==> config.mk <==
export PLATFORM = sky130hd
export DESIGN_NAME = sample_buffer_reader
export DESIGN_NICKNAME = d
export VERILOG_FILES = /design/src/rtl/sample_buffer_reader.sv
export SDC_FILE = /design/constraint.sdc
export NUM_CORES = 1
export LEC_CHECK = 0
export ABC_CLOCK_PERIOD_IN_PS = 11100
export CORE_UTILIZATION = 65
export CTS_CLUSTER_DIAMETER = 150
export CTS_CLUSTER_SIZE = 28
export DETAILED_ROUTE_END_ITERATION = 16
export GPL_TIMING_DRIVEN = 0
export PLACE_DENSITY = 0.84
export RECOVER_POWER = 25
export SYNTH_ARGS = -nofsm -noshare
export SYNTH_HDL_FRONTEND = slang
export SYNTH_SLANG_ARGS = --single-unit
==> constraint.sdc <==
create_clock -name clk -period 11.1 [get_ports clk]
set_clock_uncertainty 0.2 [all_clocks]
set_input_delay 3.33 -clock clk [delete_from_list [all_inputs] [get_ports clk]]
set_output_delay 3.33 -clock clk [all_outputs]
set_load 0.1 [all_outputs]
==> src/rtl/sample_buffer_reader.sv <==
// Sample history buffer that snapshots its live contents on start and streams them out, oldest first.
// Optional trailing XOR checksum word when SAMPLE_READER_CHECKSUM_EN is defined.
module sample_buffer_reader #(
  parameter int WIDTH = 8,
  parameter int DEPTH = 10,
  parameter int CNT_W = 4
) (
  input  logic             clk,
  input  logic             reset,
  input  logic             wr_en,
  input  logic [WIDTH-1:0] wr_data,
  input  logic             start,
  output logic [WIDTH-1:0] out_data,
  output logic             out_valid,
  input  logic             out_ready,
  output logic             out_last,
  output logic             busy,
  output logic             done,
  output logic [CNT_W-1:0] fill_count
);

`ifdef SAMPLE_READER_CHECKSUM_EN
  typedef enum logic [1:0] {IDLE, STREAM, CSUM} state_t;
  logic [WIDTH-1:0] csum;
`else
  typedef enum logic [1:0] {IDLE, STREAM} state_t;
`endif

  localparam logic [CNT_W-1:0] DEPTH_C = CNT_W'(DEPTH);

  state_t           state;
  logic [WIDTH-1:0] hist   [DEPTH];
  logic [WIDTH-1:0] shadow [DEPTH];
  logic [CNT_W-1:0] rd_idx;
  logic [CNT_W-1:0] first_idx;

  // Newest sample always sits at DEPTH-1, so the valid entries are the top fill_count slots.
  assign first_idx = DEPTH_C - fill_count;

  always_ff @(posedge clk or posedge reset) begin
    if (reset) begin
      state      <= IDLE;
      fill_count <= '0;
      rd_idx     <= '0;
      out_data   <= '0;
      out_valid  <= 1'b0;
      out_last   <= 1'b0;
      busy       <= 1'b0;
      done       <= 1'b0;
`ifdef SAMPLE_READER_CHECKSUM_EN
      csum       <= '0;
`endif
      for (int i = 0; i < DEPTH; i++) begin
        hist[i]   <= '0;
        shadow[i] <= '0;
      end
    end else begin
      done <= 1'b0;

      if (wr_en) begin
        for (int i = 0; i < DEPTH - 1; i++) begin
          hist[i] <= hist[i+1];
        end
        hist[DEPTH-1] <= wr_data;
        if (fill_count != DEPTH_C) begin
          fill_count <= fill_count + 1'b1;
        end
      end

      case (state)
        IDLE: begin
          if (start && fill_count != '0) begin
            // First word comes straight from live history; shadow is only loaded this same edge.
            for (int i = 0; i < DEPTH; i++) begin
              shadow[i] <= hist[i];
            end
            state     <= STREAM;
            busy      <= 1'b1;
            out_valid <= 1'b1;
            out_data  <= hist[first_idx];
            rd_idx    <= first_idx + 1'b1;
`ifdef SAMPLE_READER_CHECKSUM_EN
            csum      <= hist[first_idx];
            out_last  <= 1'b0;
`else
            out_last  <= (first_idx == DEPTH_C - 1'b1);
`endif
          end
        end

        STREAM: begin
          if (out_ready) begin
            if (rd_idx == DEPTH_C) begin
`ifdef SAMPLE_READER_CHECKSUM_EN
              state    <= CSUM;
              out_data <= csum;
              out_last <= 1'b1;
`else
              state     <= IDLE;
              busy      <= 1'b0;
              done      <= 1'b1;
              out_valid <= 1'b0;
              out_last  <= 1'b0;
              out_data  <= '0;
`endif
            end else begin
              out_data <= shadow[rd_idx];
              rd_idx   <= rd_idx + 1'b1;
`ifdef SAMPLE_READER_CHECKSUM_EN
              csum     <= csum ^ shadow[rd_idx];
`else
              out_last <= (rd_idx == DEPTH_C - 1'b1);
`endif
            end
          end
        end

`ifdef SAMPLE_READER_CHECKSUM_EN
        CSUM: begin
          if (out_ready) begin
            state     <= IDLE;
            busy      <= 1'b0;
            done      <= 1'b1;
            out_valid <= 1'b0;
            out_last  <= 1'b0;
            out_data  <= '0;
          end
        end
`endif

        default: state <= IDLE;
      endcase
    end
  end

endmodule

==> flow_summary.yaml, run 1 <==
detailed_routing:
  wl_met2_um: 9710
  drt-initial-drc-count: 388
  top_layer: "met4"
  ant_nets: 0
  routedWlPerCell_um: 24.32
  num_vias: 5203
  wl_met3_um: 1234
  drtPass1Iterations: 5
  vias_per_cell: 6.455
  drt_wl_total_um: 19600
  wl_met1_um: 7977
  drc: 0
hold_path:
  hp-start: "shadow[55]"
  whs_path_depth: 1
  hold_class: "reg2reg"
  worstHoldEndpoint: "shadow[55]"
place:
  gp_congestion: 0.9033
  portBuffers: 27
  post_dp_cell_area_sq_um: 8874
  dpl.hpwl_um: 12550
timing:
  final_hold_viol_count: 0
  setup_tns_ns: 0
  setup_violations: 0
  fin_crit_sh_pct: 52.04
  rsz0062_at_grt: "false"
  slew_violations: 63
  slew_headroom_pct: -87.34
  finalCriticalPeriod_ns: 5.776
  fmax_mhz: 173.1
  worstMarginPinSlew_ns: 2.795
grt:
  grt_max_degree: 118
  grt-ovfl-total: 0
  grt_pass1_wl_um: 30290
  grt_antenna_before_repair: 0
  grt_usage_pct: 31.93
  grt_pass1_vias: 5480
clock_tree:
  cts.sinks: 179
  hold_buffers: 0
  cts_tree: "built"
  cts.htree.levels: 4
  ctsResizeCount: 0
  cts-buffers-inserted: 17
  cts_buffer_depth: 2
  postCtsSetupRepairBufs: 0
  clk_pin_slew_ns: 0.06
  insertion_delay_ns: 0.43
  root_buffer: "clkbuf_16"
power:
  peakVddDrop_mv: 0.1817
  p_leak_nw: 4.136
  p_per_area_nw_per_um2: 326.5
synthesis:
  syn_avg_cell_area_sq_um: 14.55
  syn_area_sq_um: 8353
  synth_cell_types: 43
  syn-num-nets: 592
  synth-edff-count: 0
  ys_ff_latch: 179
  synth-main-ff-cell: "dfrtp_1"
  async_flop_share_pct: 100.0
  synth-seq-area-share_pct: 53.62
  netlist_instances: 574
  synth_warnings: 0
die:
  die_area_sq_um: 13310
  die_h_um: 115.4
  core_area_sq_um: 12570
  io-pin-count: 29
  die_x_um: 115.4
  initial_core_util_pct: 66.46
  placementRows: 41
setup_path:
  cp-start-kind: "primary input"
  crit_fanout: 117
  worst_ep_required_time_ns: 11.41
  crit_path_start: "reset"
  r2r_end: "out_data[3]"
  r2r_slack_ns: 7.12
  arrival_ns: 6.09
  r2r_cells: 11
  critPathKind: "in2async"
  end_kind: "asynchronous set/reset pin"
  r2r_start: "fill_count[0]"
job:
  cap_violations: 1
cells_and_area:
  nNetsFinal: 639
  synthToLayoutAreaGrowth_pct: 13.47
  diodes: 0
  drive_gt1_share_pct: 40.85
  final_area_sq_um: 9478
  fillers: 780
status:
  violations: "max-capacitance violations, max-slew violations"
  outcome: "finished, violations left"
## per-layer routing
layer | vias to the layer above | global-route usage, %
met5 | - | 0
met4 | 0 | 14.29
met3 | 49 | 9.805
met2 | 181 | 51.06
met1 | 2760 | 40.34
li1 | 2213 | -
## registers in the layout (all words and copies together) (netlist names)
| signal | cells |
|---|---|
| busy | 1 |
| done | 1 |
| fill_count | 4 |
| hist | 80 |
| out_data | 8 |
| out_last | 1 |
| rd_idx | 4 |
| shadow | 80 |
## cell type report
type / count / area [sq um] / share of cell area [%]
plain buffers: 41 / 252.7 / 2.667
inverters: 7 / 27.53 / 0.2904
flip-flops and latches: 179 / 4479 / 47.26
clock inverters: 7 / 118.9 / 1.254
repair buffers: 28 / 297.8 / 3.142
clock buffers: 25 / 495.5 / 5.228
well taps: 172 / 215.2 / 2.271
multi-input cells: 347 / 3591 / 37.89
## per-stage QoR
stage / hold WS [ns] / worst slack [ns] / utilization, % / std cells / total power, mW
after floorplan: 0.2749 / 2.711 / - / 574 / 2.075
after global placement: 0.2845 / 0.8023 / 70.32 / 773 / 2.393
after detailed placement: 0.2923 / 5.789 / 70.60 / 774 / 2.440
after CTS: 0.3067 / 5.422 / 75.49 / 806 / 3.081
after global routing: 0.3113 / 4.927 / 75.41 / 806 / 3.216
final: 0.3023 / 5.324 / 75.41 / 806 / 3.095
## cell usage after synthesis (4+ instances only)
master / number / area (sq um)
mux2_2: 185 / 2083
dfrtp_1: 179 / 4479
nor2_1: 26 / 97.59
nand2_1: 21 / 78.83
mux2i_1: 16 / 160.2
clkbuf_1: 14 / 52.55
mux4_2: 13 / 292.8
buf_2: 12 / 60.06
mux4_1: 11 / 289.0
a31oi_1: 10 / 62.56
buf_4: 10 / 75.07
o22ai_1: 8 / 50.05
o32ai_1: 8 / 70.07
a2bb2oi_1: 7 / 61.31
inv_1: 7 / 26.28
ha_1: 5 / 62.56
buf_6: 4 / 45.04
o21ai_0: 4 / 20.02
## where the power goes
| part | internal (mW) | switching (mW) | total (mW) |
|---|---|---|---|
| combinational | 0.629 | 0.736 | 1.37 |
| sequential | 0.911 | 0.197 | 1.11 |
| clock | 0.379 | 0.243 | 0.622 |
| total | 1.92 | 1.18 | 3.09 |
## how the worst max path moves through the flow
stage                          to  slack (ns)  depth (start not counted)
finish                   out_last        5.32                          3
global route            rd_idx[1]        4.93                          3
CTS                 fill_count[0]        5.42                          1
detailed placement      shadow[0]        5.79                          5
global placement        rd_idx[0]        0.80                          2
floorplan                    busy        2.71                          1
## worst max-delay path: stages
cell           delay (ns)
dlygate4sd3_1        0.54
clkinvlp_2           1.59
buf_16               0.47
## cells in the final DEF (no fill, tap or decap), types with 2 or more instances in the layout
cell type,netlist,layout
a2111oi_0,2,2
a21oi_1,3,3
a2bb2oi_1,7,7
a31oi_1,10,10
and2_1,2,2
buf_2,12,12
buf_4,10,10
buf_6,4,4
bufinv_16,0,3
clkbuf_1,14,18
clkbuf_16,0,17
clkbuf_8,0,4
clkdlybuf4s50_1,0,25
clkinvlp_4,0,2
dfrtp_1,179,179
dlygate4sd3_1,0,2
ha_1,5,5
inv_1,7,6
mux2_2,185,185
mux2i_1,16,16
mux4_1,11,11
mux4_2,13,13
nand2_1,21,21
nand2b_1,3,3
nor2_1,26,26
o21ai_0,4,5
o22ai_1,8,8
o32ai_1,8,8
xnor2_1,3,3
xor2_1,2,2
## kinds of logic (layout without fill, tap and decap cells)
kind of cell / after synthesis / in the layout / synth area share [%]
muxes: 225 / 225 / 33.82
AOI/OAI and AO/OA: 51 / 51 / 4.584
and+or+nand+nor: 61 / 61 / 3.355
buffers and inverters: 48 / 108 / 3.340
DFF: 179 / 179 / 53.62
xor gates and xnor gates: 5 / 5 / 0.5244
adders and majority gates: 5 / 5 / 0.7490
Note: power is estimated with default switching activity, not from simulation.
==> run 2: changes to the inputs <==
--- a/config.mk
+++ b/config.mk
@@ -5,13 +5,13 @@
 export SDC_FILE = /design/constraint.sdc
 export NUM_CORES = 1
 export LEC_CHECK = 0
-export ABC_CLOCK_PERIOD_IN_PS = 11100
-export CORE_UTILIZATION = 65
+export ABC_CLOCK_PERIOD_IN_PS = 5300
+export CORE_UTILIZATION = 55
 export CTS_CLUSTER_DIAMETER = 150
 export CTS_CLUSTER_SIZE = 28
 export DETAILED_ROUTE_END_ITERATION = 16
 export GPL_TIMING_DRIVEN = 0
-export PLACE_DENSITY = 0.84
+export PLACE_DENSITY = 0.76
 export RECOVER_POWER = 25
 export SYNTH_ARGS = -nofsm -noshare
 export SYNTH_HDL_FRONTEND = slang
==> constraint.sdc (replaced) <==
create_clock -name clk -period 5.3 [get_ports clk]
set_clock_uncertainty 0.2 [all_clocks]
set_input_delay 1.59 -clock clk [delete_from_list [all_inputs] [get_ports clk]]
set_output_delay 1.59 -clock clk [all_outputs]
set_load 0.1 [all_outputs]
==> run 2 against run 1 <==
  * The flow finishes with violations (design-rule violations, max-capacitance violations, max-slew violations)
  * Flip-flop and latch count stayed put
  * Register-to-register slack worse by 5.8 ns
  * Clock-buffer cell count fell by 4
  * Clock power is 110% higher
  * Hold slack got worse by 0.0025 ns
  * Combinational power increased by 110%
  * Highest routed layer unchanged
==> flow_summary.yaml, run 2 (synthesized netlist as in run 1, its figures left out) <==
clock_tree:
  cts_tree: "built"
  cts_buffer_depth: 2
  cts.sinks: 179
  hold_buffers: 0
  cts.htree.levels: 4
  insertion_delay_ns: 0.44
  root_buffer: "clkbuf_16"
  ctsResizeCount: 0
  cts-buffers-inserted: 17
  postCtsSetupRepairBufs: 0
  clk_pin_slew_ns: 0.06
detailed_routing:
  drc: 4
  ant_nets: 0
  routedWlPerCell_um: 23.66
  num_vias: 5124
  drt-initial-drc-count: 401
  vias_per_cell: 6.241
  drtPass1Iterations: 11
  drt_wl_total_um: 19430
timing:
  worstMarginPinSlew_ns: 1.731
  rsz0062_at_grt: "false"
  slew_headroom_pct: -16.05
  worst_slack_ns: 1.198
  finalCriticalPeriod_ns: 4.102
  final_hold_viol_count: 0
  fin_crit_sh_pct: 77.40
  fmax_mhz: 243.8
  slew_violations: 40
  setup_violations: 0
hold_path:
  hold_class: "reg2reg"
power:
  p_per_area_nw_per_um2: 674.2
  p_leak_nw: 4.151
  peakVddDrop_mv: 0.3279
setup_path:
  worst_ep_required_time_ns: 5.71
  cp-start-kind: "primary input"
  worstPathCellList: "dlygate4sd3_1 > clkinvlp_2 > clkbuf_2 > buf_12"
  critPathKind: "in2async"
  end_kind: "asynchronous set/reset pin"
  arrival_ns: 4.51
  crit_fanout: 45
  crit_slowest_cell: "clkinvlp_2"
  critical_path.max_stage_delay_ns: 1.00
grt:
  grt_antenna_before_repair: 0
  grt_pass1_wl_um: 31270
  grt_pass1_vias: 5496
  grt-ovfl-total: 0
  grt_max_degree: 46
  grt_usage_pct: 26.93
die:
  io-pin-count: 29
  die_h_um: 125.2
  core_area_sq_um: 14700
  placementRows: 44
  die_area_sq_um: 15680
  die_x_um: 125.2
  initial_core_util_pct: 56.83
place:
  dpl.hpwl_um: 13060
  gp_congestion: 0.8934
  dp.cells: 789
  post_dp_cell_area_sq_um: 8937
  dp_slack_ns: 1.399
  portBuffers: 27
status:
  violations: "design-rule violations, max-capacitance violations, max-slew violations"
  outcome: "finished, violations left"
cells_and_area:
  finish.utilization_pct: 64.74
  fillers: 1059
  diodes: 0
  nNetsFinal: 642
  drive_gt1_share_pct: 41.76
  final_area_sq_um: 9517
  final_cell_mix: "mux2_2, dfrtp_1, nor2_1"
  reg.largest.list: "hist x80, shadow x80, out_data x8"
  final_cells: 821
  synthToLayoutAreaGrowth_pct: 13.93
  final_common_cell: "mux2_2"
job:
  cap_violations: 1
-- run 2: area by class of cell --
type,count,area [sq um],share of cell area [%]
Buffer,41,252.7,2.656
Clock inverter,11,126.4,1.328
Clock buffer,21,470.5,4.943
Multi-Input combinational cell,347,3595,37.77
Timing Repair Buffer,31,335.3,3.524
Inverter,7,27.53,0.2892
Sequential cell,179,4479,47.07
Tap cell,184,230.2,2.419
-- run 2: power by group --
group	leakage [nW]	switching [mW]	internal, mW	total (mW)
Sequential	2.19	0.397	1.91	2.30
Combinational	1.67	1.52	1.32	2.84
Clock	0.287	0.542	0.735	1.28
Total	4.15	2.46	3.96	6.42
-- run 2: worst max-delay path, delay by kind of cell --
family	cells	cell delay, ns
buf+inv	4	2.85
-- run 2: through the flow --
step	hold WS, ns	power (mW)	TNS [ns]
after floorplan	0.2749	4.346	0
after detailed placement	0.2899	5.134	0
final	0.2998	6.416	0
after CTS	0.3053	6.424	0
after global routing	0.3198	6.704	0
after global placement	0.2847	5.026	-10.44
-- run 2: layer usage --
layer | global-route usage (%) | vias to the layer above | wire (um)
li1 | - | 2221 | -
met4 | 8.393 | 0 | 372
met5 | 0 | - | 0
met1 | 35.79 | 2719 | 8607
met2 | 43.94 | 154 | 9559
met3 | 6.590 | 30 | 889
-- run 2: path summary, 6_finish.rpt --
| check | start | to | slack (ns) | cells past startpoint |
|---|---|---|---|---|
| min in group asynchronous | reset | hist[0] | 1.83 | 2 |
| setup / recovery | reset | shadow[67] | 1.20 | 4 |
| hold reg to reg | shadow[39] | shadow[39] | 0.30 | 1 |
| setup reg to reg | fill_count[0] | out_data[7] | 1.28 | 11 |
| hold / removal | shadow[39] | shadow[39] | 0.30 | 1 |
| max in group clk | fill_count[0] | out_data[7] | 1.28 | 11 |
==> run 3: changes to the inputs <==
--- a/config.mk
+++ b/config.mk
@@ -5,7 +5,7 @@
 export SDC_FILE = /design/constraint.sdc
 export NUM_CORES = 1
 export LEC_CHECK = 0
-export ABC_CLOCK_PERIOD_IN_PS = 5300
+export ABC_CLOCK_PERIOD_IN_PS = 3750
 export CORE_UTILIZATION = 55
 export CTS_CLUSTER_DIAMETER = 150
 export CTS_CLUSTER_SIZE = 28
==> constraint.sdc (replaced) <==
create_clock -name clk -period 3.75 [get_ports clk]
set_clock_uncertainty 0.2 [all_clocks]
set_input_delay 1.125 -clock clk [delete_from_list [all_inputs] [get_ports clk]]
set_output_delay 1.125 -clock clk [all_outputs]
set_load 0.1 [all_outputs]
==> run 3 against run 2 <==
  * Power increased by 42%
  * Hold slack better by 0.0010 ns
  * Final cell count unchanged
  * Design area grew 0.32%
  * Register-to-register slack lost 1.1 ns
  * Largest power group unchanged
  * Combinational power increased by 42%
  * Setup slack got worse by 1.0 ns
  * Critical path depth increased by 7
  * The run still ends with design-rule violations, max-capacitance violations, max-slew violations left
  * Via count grew 0.60%
  * Clock-buffer cell count unchanged
  * Critical path type is now reg2reg
==> flow_summary.yaml, run 3 (synthesized netlist as in run 1, its figures left out) <==
timing:
  finalCriticalPeriod_ns: 3.579
  final_hold_viol_count: 0
  fin_crit_sh_pct: 95.45
  rsz0062_at_grt: "false"
  slew_headroom_pct: -20.79
  slew_violations: 39
  setup_violations: 0
  worst_slack_ns: 0.1707
  hold_ws_ns: 0.3009
  worstMarginPinSlew_ns: 1.802
  fmax_mhz: 279.4
cells_and_area:
  finish.utilization_pct: 64.95
  final_cell_mix: "mux2_2, dfrtp_1, nor2_1"
  reg.largest.list: "hist x80, shadow x80, out_data x8"
  final_common_cell: "mux2_2"
  synthToLayoutAreaGrowth_pct: 14.29
  diodes: 0
  drive_gt1_share_pct: 41.92
  nNetsFinal: 642
status:
  violations: "design-rule violations, max-capacitance violations, max-slew violations"
  outcome: "finished, violations left"
clock_tree:
  cts_buffer_depth: 2
  cts.sinks: 179
  cts-buffers-inserted: 17
  root_buffer: "clkbuf_16"
  clk_pin_slew_ns: 0.07
  insertion_delay_ns: 0.44
  cts.htree.levels: 4
  hold_buffers: 0
  postCtsSetupRepairBufs: 0
  cts_tree: "built"
die:
  die_x_um: 125.2
  io-pin-count: 29
  placementRows: 44
  initial_core_util_pct: 56.83
  core_area_sq_um: 14700
  die_h_um: 125.2
  die_area_sq_um: 15680
detailed_routing:
  top_layer: "met4"
  drt-initial-drc-count: 418
  drt_wl_total_um: 19500
  wl_met2_um: 9523
  routedWlPerCell_um: 23.76
  vias_per_cell: 6.279
  num_vias: 5155
  drtPass1Iterations: 11
  drc: 4
  wl_met1_um: 8627
  ant_nets: 0
  wl_met3_um: 948
setup_path:
  crit_path_start: "fill_count[0]"
  worst_ep_required_time_ns: 3.86
  crit_fanout: 10
  crit_family: "buffers and inverters"
  critical_path.max_stage_delay_ns: 0.62
  arrival_ns: 3.69
  r2r_slack_ns: 0.17
  worstPathCellList: "buf_4 > buf_4 > buf_4 > inv_1 > ha_1 > buf_6 > buf_12 > mux4_1 > mux2_2 > a2bb2oi_2 > a31oi_1"
  cp-start-kind: "flop"
  crit_slowest_cell: "mux4_1"
  cp_num_buf_inv: 6
  end_kind: "flop"
  r2r_start: "fill_count[0]"
  path_common_cell: "buf_4"
  critPathKind: "reg2reg"
power:
  pwr-share-clk_pct: 19.9
  power_frac_comb_pct: 44.3
  p_int_mw: 5.608
  p_sw_share_pct: 38.33
  peakVddDrop_mv: 0.4631
  power.switching_mw: 3.486
  p_leak_nw: 4.158
  seqPwrFrac_pct: 35.8
  p_per_area_nw_per_um2: 952.6
hold_path:
  hold_class: "reg2reg"
  hp-start: "shadow[39]"
job:
  cap_violations: 1
place:
  dp_slack_ns: -0.1505
  portBuffers: 27
  gp_congestion: 0.8934
  dpl.hpwl_um: 13060
grt:
  grt_usage_pct: 26.97
  grt_antenna_before_repair: 0
  grt_max_degree: 46
  grt_pass1_vias: 5506
  grt-ovfl-total: 0
  grt_pass1_wl_um: 31320
## run 3: per-stage QoR
step / area (sq um) / total power [mW] / std cells / setup TNS (ns)
after CTS: 9548 / 9.094 / 821 / 0
after floorplan: 8357 / 6.143 / 574 / 0
after detailed placement: 8937 / 7.257 / 789 / -0.9720
final: 9547 / 9.094 / 821 / 0
after global routing: 9547 / 9.495 / 821 / 0
after global placement: 8857 / 7.103 / 785 / -205.20
## run 3: worst paths after layout
check | end | cells past startpoint
min in group asynchronous | hist[0] | 2
min | shadow[39] | 1
min reg2reg | shadow[39] | 1
max in group asynchronous | shadow[67] | 4
max | out_data[0] | 11
max reg2reg | out_data[0] | 11
## run 3: per-layer routing
metal	vias up	global-route usage [%]
met5	-	0
met4	0	8.393
met3	36	6.590
met2	164	44.10
met1	2732	35.76
li1	2223	-
## run 3: worst reg2reg max path, stage by stage (launching register included)
cell,delay (ns)
dfrtp_2,0.49
buf_4,0.27
buf_4,0.29
buf_4,0.29
inv_1,0.10
ha_1,0.30
buf_6,0.19
buf_12,0.18
mux4_1,0.63
mux2_2,0.31
a2bb2oi_2,0.13
a31oi_1,0.09
## run 3: power by group through the flow
stage          clock, mW  sequential [mW]  combinational [mW]
3_5_place_dp           0             3.27                3.99
6_report            1.81             3.26                4.03
4_1_cts             1.82             3.25                4.03
5_1_grt             1.91             3.36                4.23
2_1_floorplan          0             3.60                2.54
3_3_place_gp           0             3.22                3.88
## run 3: area by class of cell
cell class                      count  area [sq um]
Buffer                             41         257.7
Sequential cell                   179          4481
Clock inverter                     11         126.4
Multi-Input combinational cell    347          3603
Fill cell                        1054          5152
Tap cell                          184         230.2
Timing Repair Buffer               31         350.3
Clock buffer                       21         470.5
Inverter                            7         27.53
## run 3: what timing repair did
| action | CTS | global route |
|---|---|---|
| setup endpoints to repair | 8 | 1 |
| endpoints found under the hold margin | 0 | 0 |
| resized for setup | 3 | 1 |
